### src/rtl/rob_commit_if.sv
// Issue, CDB and commit signal bundle of the reorder buffer.
// The master side is the issue stage, functional units and writeback; the slave side is the ROB.
interface rob_commit_if #(
    parameter int IDX_W  = 3,
    parameter int REG_W  = 4,
    parameter int FUNC_W = 4,
    parameter int DATA_W = 16
);
    // allocation request from issue
    logic              alloc_valid;
    logic [FUNC_W-1:0] alloc_func;
    logic [REG_W-1:0]  alloc_rd;
    logic              alloc_ready;
    logic [IDX_W-1:0]  alloc_tag;

    // result broadcast
    logic              cdb_valid;
    logic [IDX_W-1:0]  cdb_tag;
    logic [DATA_W-1:0] cdb_data;

    // in-order retirement to the register file
    logic              commit_valid;
    logic [REG_W-1:0]  commit_rd;
    logic [FUNC_W-1:0] commit_func;
    logic [DATA_W-1:0] commit_data;
    logic [IDX_W-1:0]  commit_tag;

    // occupancy
    logic [IDX_W:0]    count;
    logic              empty;

    modport master (
        output alloc_valid, alloc_func, alloc_rd,
        output cdb_valid, cdb_tag, cdb_data,
        input  alloc_ready, alloc_tag,
        input  commit_valid, commit_rd, commit_func, commit_data, commit_tag,
        input  count, empty
    );

    modport slave (
        input  alloc_valid, alloc_func, alloc_rd,
        input  cdb_valid, cdb_tag, cdb_data,
        output alloc_ready, alloc_tag,
        output commit_valid, commit_rd, commit_func, commit_data, commit_tag,
        output count, empty
    );
endinterface

### src/rtl/rob_commit.sv
// Reorder buffer: allocates at the tail, completes entries from the CDB by tag,
// and retires done entries strictly in order from the head, one per cycle.
module rob_commit #(
    parameter int DEPTH  = 8,
    parameter int IDX_W  = 3,
    parameter int REG_W  = 4,
    parameter int FUNC_W = 4,
    parameter int DATA_W = 16
) (
    input  logic        clk1,
    input  logic        rst_n,
    rob_commit_if.slave bus
);
    localparam logic [IDX_W:0] LP_FULL = (IDX_W + 1)'(DEPTH);

    // per-entry state
    logic [DEPTH-1:0]  r_busy;
    logic [DEPTH-1:0]  r_done;
    logic [FUNC_W-1:0] r_func  [DEPTH];
    logic [REG_W-1:0]  r_rd    [DEPTH];
    logic [DATA_W-1:0] r_value [DEPTH];

    // pointers and occupancy
    logic [IDX_W-1:0]  r_head;
    logic [IDX_W-1:0]  r_tail;
    logic [IDX_W:0]    r_count;

    // registered commit port
    logic              r_commit_valid;
    logic [REG_W-1:0]  r_commit_rd;
    logic [FUNC_W-1:0] r_commit_func;
    logic [DATA_W-1:0] r_commit_data;
    logic [IDX_W-1:0]  r_commit_tag;

    logic              w_alloc_ready;
    logic              w_alloc;
    logic              w_cdb_hit;
    logic              w_commit;

    // event decode, all from registered state plus the request strobes
    always_comb begin
        w_alloc_ready = (r_count != LP_FULL);
        w_alloc       = bus.alloc_valid && w_alloc_ready;
        w_cdb_hit     = bus.cdb_valid && r_busy[bus.cdb_tag];
        w_commit      = r_busy[r_head] && r_done[r_head];
    end

    // control state: busy/done bits, pointers and count.
    // The CDB can never hit the tail slot during an allocation (that slot is free
    // pre-edge, and when full no allocation happens), so the update order below
    // only matters for commit vs. allocate, which touch different slots unless empty.
    always_ff @(posedge clk1 or negedge rst_n) begin
        if (!rst_n) begin
            r_busy  <= '0;
            r_done  <= '0;
            r_head  <= '0;
            r_tail  <= '0;
            r_count <= '0;
        end else begin
            if (w_cdb_hit) begin
                r_done[bus.cdb_tag] <= 1'b1;
            end
            if (w_commit) begin
                r_busy[r_head] <= 1'b0;
                r_head         <= r_head + 1'b1;
            end
            if (w_alloc) begin
                r_busy[r_tail] <= 1'b1;
                r_done[r_tail] <= 1'b0;
                r_tail         <= r_tail + 1'b1;
            end
            case ({w_alloc, w_commit})
                2'b10:   r_count <= r_count + 1'b1;
                2'b01:   r_count <= r_count - 1'b1;
                default: r_count <= r_count;
            endcase
        end
    end

    // entry payload; only meaningful while busy, so it needs no reset
    always_ff @(posedge clk1) begin
        if (w_cdb_hit) begin
            r_value[bus.cdb_tag] <= bus.cdb_data;
        end
        if (w_alloc) begin
            r_func[r_tail]  <= bus.alloc_func;
            r_rd[r_tail]    <= bus.alloc_rd;
            r_value[r_tail] <= '0;
        end
    end

    // commit port: one-cycle valid pulse, payload holds between commits
    always_ff @(posedge clk1 or negedge rst_n) begin
        if (!rst_n) begin
            r_commit_valid <= 1'b0;
            r_commit_rd    <= '0;
            r_commit_func  <= '0;
            r_commit_data  <= '0;
            r_commit_tag   <= '0;
        end else begin
            r_commit_valid <= w_commit;
            if (w_commit) begin
                r_commit_rd   <= r_rd[r_head];
                r_commit_func <= r_func[r_head];
                r_commit_data <= r_value[r_head];
                r_commit_tag  <= r_head;
            end
        end
    end

    assign bus.alloc_ready  = w_alloc_ready;
    assign bus.alloc_tag    = r_tail;
    assign bus.commit_valid = r_commit_valid;
    assign bus.commit_rd    = r_commit_rd;
    assign bus.commit_func  = r_commit_func;
    assign bus.commit_data  = r_commit_data;
    assign bus.commit_tag   = r_commit_tag;
    assign bus.count        = r_count;
    assign bus.empty        = (r_count == '0);

endmodule
### src/flat_wrapper.sv
// flat-port wrapper written by rule: the top's interface ports become plain ports
module rob_commit_flat 
#(
    parameter int DEPTH  = 8,
    parameter int IDX_W  = 3,
    parameter int REG_W  = 4,
    parameter int FUNC_W = 4,
    parameter int DATA_W = 16
)
  (clk1, rst_n, bus_alloc_valid, bus_alloc_func, bus_alloc_rd, bus_cdb_valid, bus_cdb_tag, bus_cdb_data, bus_alloc_ready, bus_alloc_tag, bus_commit_valid, bus_commit_rd, bus_commit_func, bus_commit_data, bus_commit_tag, bus_count, bus_empty);
  rob_commit_if #(.IDX_W(IDX_W), .REG_W(REG_W), .FUNC_W(FUNC_W), .DATA_W(DATA_W)) bus_i ();
  input  logic clk1;
  input  logic rst_n;
  input wire logic [$bits(bus_i.alloc_valid)-1:0] bus_alloc_valid;
  input wire logic [$bits(bus_i.alloc_func)-1:0] bus_alloc_func;
  input wire logic [$bits(bus_i.alloc_rd)-1:0] bus_alloc_rd;
  input wire logic [$bits(bus_i.cdb_valid)-1:0] bus_cdb_valid;
  input wire logic [$bits(bus_i.cdb_tag)-1:0] bus_cdb_tag;
  input wire logic [$bits(bus_i.cdb_data)-1:0] bus_cdb_data;
  output wire logic [$bits(bus_i.alloc_ready)-1:0] bus_alloc_ready;
  output wire logic [$bits(bus_i.alloc_tag)-1:0] bus_alloc_tag;
  output wire logic [$bits(bus_i.commit_valid)-1:0] bus_commit_valid;
  output wire logic [$bits(bus_i.commit_rd)-1:0] bus_commit_rd;
  output wire logic [$bits(bus_i.commit_func)-1:0] bus_commit_func;
  output wire logic [$bits(bus_i.commit_data)-1:0] bus_commit_data;
  output wire logic [$bits(bus_i.commit_tag)-1:0] bus_commit_tag;
  output wire logic [$bits(bus_i.count)-1:0] bus_count;
  output wire logic [$bits(bus_i.empty)-1:0] bus_empty;
  assign bus_i.alloc_valid = bus_alloc_valid;
  assign bus_i.alloc_func = bus_alloc_func;
  assign bus_i.alloc_rd = bus_alloc_rd;
  assign bus_i.cdb_valid = bus_cdb_valid;
  assign bus_i.cdb_tag = bus_cdb_tag;
  assign bus_i.cdb_data = bus_cdb_data;
  assign bus_alloc_ready = bus_i.alloc_ready;
  assign bus_alloc_tag = bus_i.alloc_tag;
  assign bus_commit_valid = bus_i.commit_valid;
  assign bus_commit_rd = bus_i.commit_rd;
  assign bus_commit_func = bus_i.commit_func;
  assign bus_commit_data = bus_i.commit_data;
  assign bus_commit_tag = bus_i.commit_tag;
  assign bus_count = bus_i.count;
  assign bus_empty = bus_i.empty;
  rob_commit #(.DEPTH(DEPTH), .IDX_W(IDX_W), .REG_W(REG_W), .FUNC_W(FUNC_W), .DATA_W(DATA_W)) u_core (.clk1(clk1), .rst_n(rst_n), .bus(bus_i));
endmodule
### config.mk
export PLATFORM = sky130hd
export DESIGN_NAME = rob_commit_flat
export DESIGN_NICKNAME = d
export VERILOG_FILES = /design/src/rtl/rob_commit_if.sv /design/src/rtl/rob_commit.sv /design/src/flat_wrapper.sv
export SDC_FILE = /design/constraint.sdc
export NUM_CORES = 1
export LEC_CHECK = 0
export ABC_AREA = 1
export CAP_MARGIN = 20
export CORE_MARGIN = 2
export CORE_UTILIZATION = 60
export DETAILED_ROUTE_END_ITERATION = 7
export GPL_ROUTABILITY_DRIVEN = 0
export HOLD_SLACK_MARGIN = 0.02
export PLACE_DENSITY = 0.84
export SLEW_MARGIN = 20
export SYNTH_ARGS = -nofsm -noshare
export SYNTH_HDL_FRONTEND = slang
export SYNTH_SLANG_ARGS = --single-unit
### constraint.sdc
create_clock -name clk1 -period 3.2 [get_ports clk1]
set_clock_uncertainty 0.2 [all_clocks]
set_input_delay 0.96 -clock clk1 [delete_from_list [all_inputs] [get_ports clk1]]
set_output_delay 0.96 -clock clk1 [all_outputs]
set_load 0.02 [all_outputs]
# Word-level counts from Yosys, hierarchy flattened
# Memory sizes are Yosys's and may differ from the RTL's. A register that Yosys moved wholly into a read port is not among the register bits.
# Cells that the tools add are included.
[word_totals] out_inout_bits=37 memories=3 in_bits=31 ff_bits=30 mem_bits_rw=192 wordCells=61
[mem_list] memory="u_core.r_value" depth=8 width=16 read_ports=1 rd_clocked_by_memory_dff=1 wr=2 line="rob_commit.sv:21" text="logic [DATA_W-1:0] r_value [DEPTH];"
[mem_list] memory="u_core.r_func" depth=8 width=4 read_ports=1 rd_clocked_by_memory_dff=1 wr=1 line="rob_commit.sv:19" text="logic [FUNC_W-1:0] r_func [DEPTH];"
[mem_list] memory="u_core.r_rd" depth=8 width=4 read_ports=1 rd_clocked_by_memory_dff=1 wr=1 line="rob_commit.sv:20" text="logic [REG_W-1:0] r_rd [DEPTH];"
[classes] n_mux=21 n_addsub=4 n_eq_ne=3 n_lt_le_gt_ge=6 n_bitwise=6 n_reduce_logical=11
[ops] operator="8-bit 2-to-1 mux" count=4
[ops] operator="8-bit AND" count=2
[ops] operator="8-bit NOT" count=2
[ops] operator="8-bit OR" count=2
[ops] operator="3-bit by 4-bit < comparator with 1-bit output (second input constant)" count=3
[ops] operator="1-bit 2-to-1 mux" count=10
[ops] operator="1-bit binary-select mux with 3-bit select" count=3
[ops] operator="1-bit demux with 3-bit select" count=3
[ops] operator="3-bit by 1-bit >= comparator with 1-bit output (second input constant)" count=3
[ops] operator="4-bit case mux with 2 select lines" count=1
[ops] operator="3-bit by 1-bit adder with 3-bit output (second input constant)" count=2
[ops] operator="1-bit logical AND" count=6
[ops] operator="4-bit by 1-bit adder with 4-bit output (second input constant)" count=1
[ops] operator="4-bit zero test" count=1
[ops] operator="4-bit inequality test (second input constant)" count=1
[ops] operator="4-bit by 1-bit subtractor with 4-bit output (second input constant)" count=1
[ops] operator="1-bit zero test" count=3
[ops] operator="2-bit by 1-bit == test with 1-bit output (second input constant)" count=1
[ops] operator="2-bit == test (second input constant)" count=1
[ops] operator="2-bit nonzero test" count=1

# Logic depth before layout (Yosys ltp)
[logic_depth] depth_word=9 depth_mapped=20 mapped_depth_nobuf=18

# Least setup slack after synthesis
# No wires, ideal clock.
[synth_timing] kind="reg2reg" from="register u_core.r_head[0]" to="register u_core.r_count[2] (netlist: u_core.bus.count[2])" path_buffers=3 setup_ns=0.119 required_time_ns=2.881 stages_incl_launch_ff=17 t_arrival_ns=2.407 period_less_slack_ns=2.726 path_slack_ns=0.474 path_cell_list="dfrtp_1 buf_6 buf_6 o211ai_1 nand4_4 nand2_4 buf_8 inv_1 ha_1 nand2_1 inv_1 nor2_1 ha_1 a21oi_1 a21oi_1 o21ai_0 o21a_1"
[synth_between] elab_chain_cells=5 elab_cells_between_ends=9 classes_between="eq/ne (2); mux (5); reduce/logical (2)"
[synth_rtl] item="start: declaration" line="rob_commit.sv:24" text="logic [IDX_W-1:0] r_head;"
[synth_rtl] item="start signal: assignment" line="rob_commit.sv:65" text="r_head <= r_head + 1'b1;"
[synth_rtl] item="1-bit binary-select mux with 3-bit select" line="rob_commit.sv:45" text="w_commit = r_busy[r_head] && r_done[r_head];"
[synth_rtl] item="1-bit 2-to-1 mux (not written as such)" line="rob_commit.sv:45"
[synth_rtl] item="1-bit logical AND *" line="rob_commit.sv:45"
[synth_rtl] item="net u_core.w_commit" line="rob_commit.sv:38" text="logic w_commit;"
[synth_rtl] item="2-bit by 1-bit == test with 1-bit output / 2-bit == test (equally long branches)" line="rob_commit.sv:72" text="case ({w_alloc, w_commit})"
[synth_rtl] item="4-bit case mux with 2 select lines / 2-bit nonzero test (equally long branches)"
[synth_rtl] item="end signal: assignment" line="rob_commit.sv:73" text="2'b10: r_count <= r_count + 1'b1;"
[synth_rtl] item="end signal: assignment" line="rob_commit.sv:74" text="2'b01: r_count <= r_count - 1'b1;"
[synth_rtl] item="end signal: assignment" line="rob_commit.sv:75" text="default: r_count <= r_count;"
[synth_rtl] item="end: declaration" line="rob_commit.sv:26" text="logic [IDX_W:0] r_count;"
# Mark *: on every way through the listed nets, which the timed path passes. The rest lies on a longest branch. The select of a mux whose other input is x is not followed.
# A chain may end at the register's enable or synchronous reset.

# Final worst setup path
[layout_timing] from="register u_core.r_count[1] (netlist: u_core.bus.count[1])" to="output port bus_empty"
[layout_between] elab_chain_cells=1
[layout_rtl] item="4-bit zero test" line="rob_commit.sv:119" text="assign bus.empty = (r_count == '0);"
[layout_rtl] item="end: declaration" line="flat_wrapper.sv:28" text="output wire logic [$bits(bus_i.empty)-1:0] bus_empty;"
# No other way between the ends.

==> metrics.txt <==
status complete, but fails checks; failing checks design-rule violations; fin util about 70%; wire per inst 16.4 um; DRT antenna net count 0; port bufs 67; Syn Inst Count 1,657; Sink Count around 250; CTS tree done; sequential fraction of the synthesis area 47.4%; Die ar. roughly 22,000 um2; Initial Util between 60% and 70%; Synth warnings 0; final antenna diode count 0; antenna violations before repair 0; post-synth top area share between 20% and 30%; vias per cell 5.52; worst setup path class flip-flop to output port; Achievable Freq between 0.3 and 0.4 GHz; via count 11.1k; clock buffer count from CTS 26; setup_tns 0 ps; core area 20,200 um2; # fillers 1,546; top cells by area, synth dfxtp_1 21%, edfxtp_1 16%, dfrtp_1 11%, nand2_1 10%, inv_1 9.7%; Hold Path Origin u_core.bus.commit_data[2]$_DFFE_PN0N_; Hold Buf Count CTS 0; Max Buffers Root-to-Sink 3; Hold Path Class flip-flop to flip-flop; Total Power 14,500 uW; Net Sw Frac about two fifths; H-tree depth 1; Net count, final 1,750; Post-Syn Area about 12,000 um2; Post-route DRC 4; first-pass GRT wire length 51,900 um; max_cap viols 0; RSZ-0062 raised after global routing false; Final Hold Fails 0; commonest non-fill, non-tap cell in the layout nand2_1; worst endpoint required time 2040 ps; LEAKAGE 0.00742 uW; Clk pwr share 21.7%; leading area contributor after synthesis dfxtp_1; GR Util All Layers between 20% and 30%; number of cells on the worst reg-to-reg path 14; area grow syn2layout 15.3%; fraction of layout cells with a size suffix above 1 a little under a tenth; endpoints failing setup 0; Avg Synthesized Cell Area 7.43 um2; share of power burned in registers a little over a third; Rows 52; Final HPWL DP 20,600 um; CTS Root Cell clkbuf_16; first drt pass iteration count 8; Max Slew Vio Count 0; chip width 147 um; Total Wirelength between 30,000 and 40,000 um; 1st-iter DRT viols 1,020; I/O pin cnt 68; critical path data arrival time between 1500 and 2000 ps; Synth cell types 35; clock slew seen by the registers of the worst setup and hold paths 60 ps; die height 147 um; pwr/cell area 1020 nW/um2; VDD IR max 0.621 mV; commonest cells after routing, fill and taps aside 334 x nand2_1, 317 x inv_1, 221 x nor2_1, 129 x nand4_1, 128 x dfxtp_1; switching power 5950 uW; Internal 8520 uW; Logic pwr share 43.2%; startpoint types flip-flop; hold depth 2; Critical Path Start u_core.bus.count[1]$_DFFE_PN0P_; syn nets 1,693; number of global-route vias before repair 10.3k; Clk Latency, worst-skew pair 530 ps; largest net degree at the start of global routing 79; Slew HR 41.4%; worst-path maximum fanout 7; endpoint type of the worst setup path output port; minimum clock period after layout ~3100 ps; Worst-Margin Slew 879 ps; residual overflow from global routing 0; #FFs+latches synth 246; worst r2r src u_core.r_head[0]$_DFFE_PN0N_; Final period util between 90% and 100%
metrics by stage:
stage	worst slack, ps	hold slack [ps]	area [um2]	std cells
2_1_floorplan	474	252	12300	1657
3_3_place_gp	244	266	13300	1956
3_5_place_dp	99.1	278	13300	1956
4_1_cts	68.2	293	14200	2004
5_1_grt	7.35	307	14200	2004
6_report	83.2	287	14200	2004
timing repair:
item | 4_1_cts | 5_1_grt
buffers inserted | 0 | 0
setup endpoints to repair | 0 | 1
resized for setup | 0 | 3
path summary, 6_finish.rpt:
path / to / slack (ps)
hold reg to reg: u_core.bus.commit_data[2]$_DFFE_PN0N_ / 290
max in group asynchronous: u_core.bus.commit_data[15]$_DFFE_PN0N_ / 1820
hold / removal: u_core.bus.commit_data[2]$_DFFE_PN0N_ / 290
setup reg to reg: u_core.bus.count[2]$_DFFE_PN0P_ / 360
setup / recovery: bus_empty / 80
min in group asynchronous: u_core.bus.count[3]$_DFFE_PN0P_ / 300
area by class of cell:
type,count,area (um2),share of cell area [%]
clock buffers,40,785,5.52
clock inverters,8,113,0.793
inverters,323,1220,8.56
multi-input cells,995,4750,33.4
flip-flops and latches,246,5840,41.1
well taps,270,338,2.38
repair buffers,122,1160,8.19
power groups by stage:
stage	clock network, uW	logic [uW]	registers, uW
after floorplan	0	4430	5140
after global placement	0	5940	5050
after detailed placement	0	6120	5100
after CTS	3170	6210	5050
after global routing	3280	7000	5170
final	3140	6260	5080
layer usage:
| metal | vias up | share of wire [%] | track usage (%) |
|---|---|---|---|
| li1 | 5332 | - | - |
| met1 | 5085 | 39 | 40.0 |
| met5 | - | 0 | 0 |
| met2 | 573 | 48 | 49.9 |
| met4 | 0 | 2.7 | 10.2 |
| met3 | 78 | 10 | 4.41 |
sequential cells by signal, indices dropped and copies added (netlist names):
signal / count
u_core.bus.alloc_tag: 3
u_core.bus.commit_valid: 1
u_core.bus.commit_data: 16
u_core.r_done: 8
u_core.r_rd: 32
u_core.bus.count: 4
u_core.bus.commit_rd: 4
u_core.r_busy: 8
u_core.r_func: 32
u_core.r_head: 3
u_core.r_value: 128
u_core.bus.commit_tag: 3
u_core.bus.commit_func: 4
critical path: stages (launching register included):
cell and delay (ps):
dfrtp_1 450, nor4_1 320, clkdlybuf4s50_1 650
kinds of logic (layout without fill, tap and decap cells):
group	count (synthesis)	in the layout	synth area share [%]
XOR/XNOR	6	6	0.427
buffers and inverters	416	493	14.1
flip-flops	246	246	47.4
adder cells (fa/ha/maj)	5	5	0.508
AO/OA/AOI/OAI	234	234	10.4
AND/OR/NAND/NOR	750	750	27.2
Yosys cell counts, drive strengths merged:
master,instances
a21oi,62
buf,63
clkbuf,30
dfrtp,54
dfxtp,128
edfxtp,64
ha,5
inv,323
nand2,359
nand3,32
nand4,130
nor2,228
nor4,1
o211ai,6
o21a,1
o21ai,149
o22ai,16
xnor2,3
xor2,3
(Power assumes the default switching activity.)
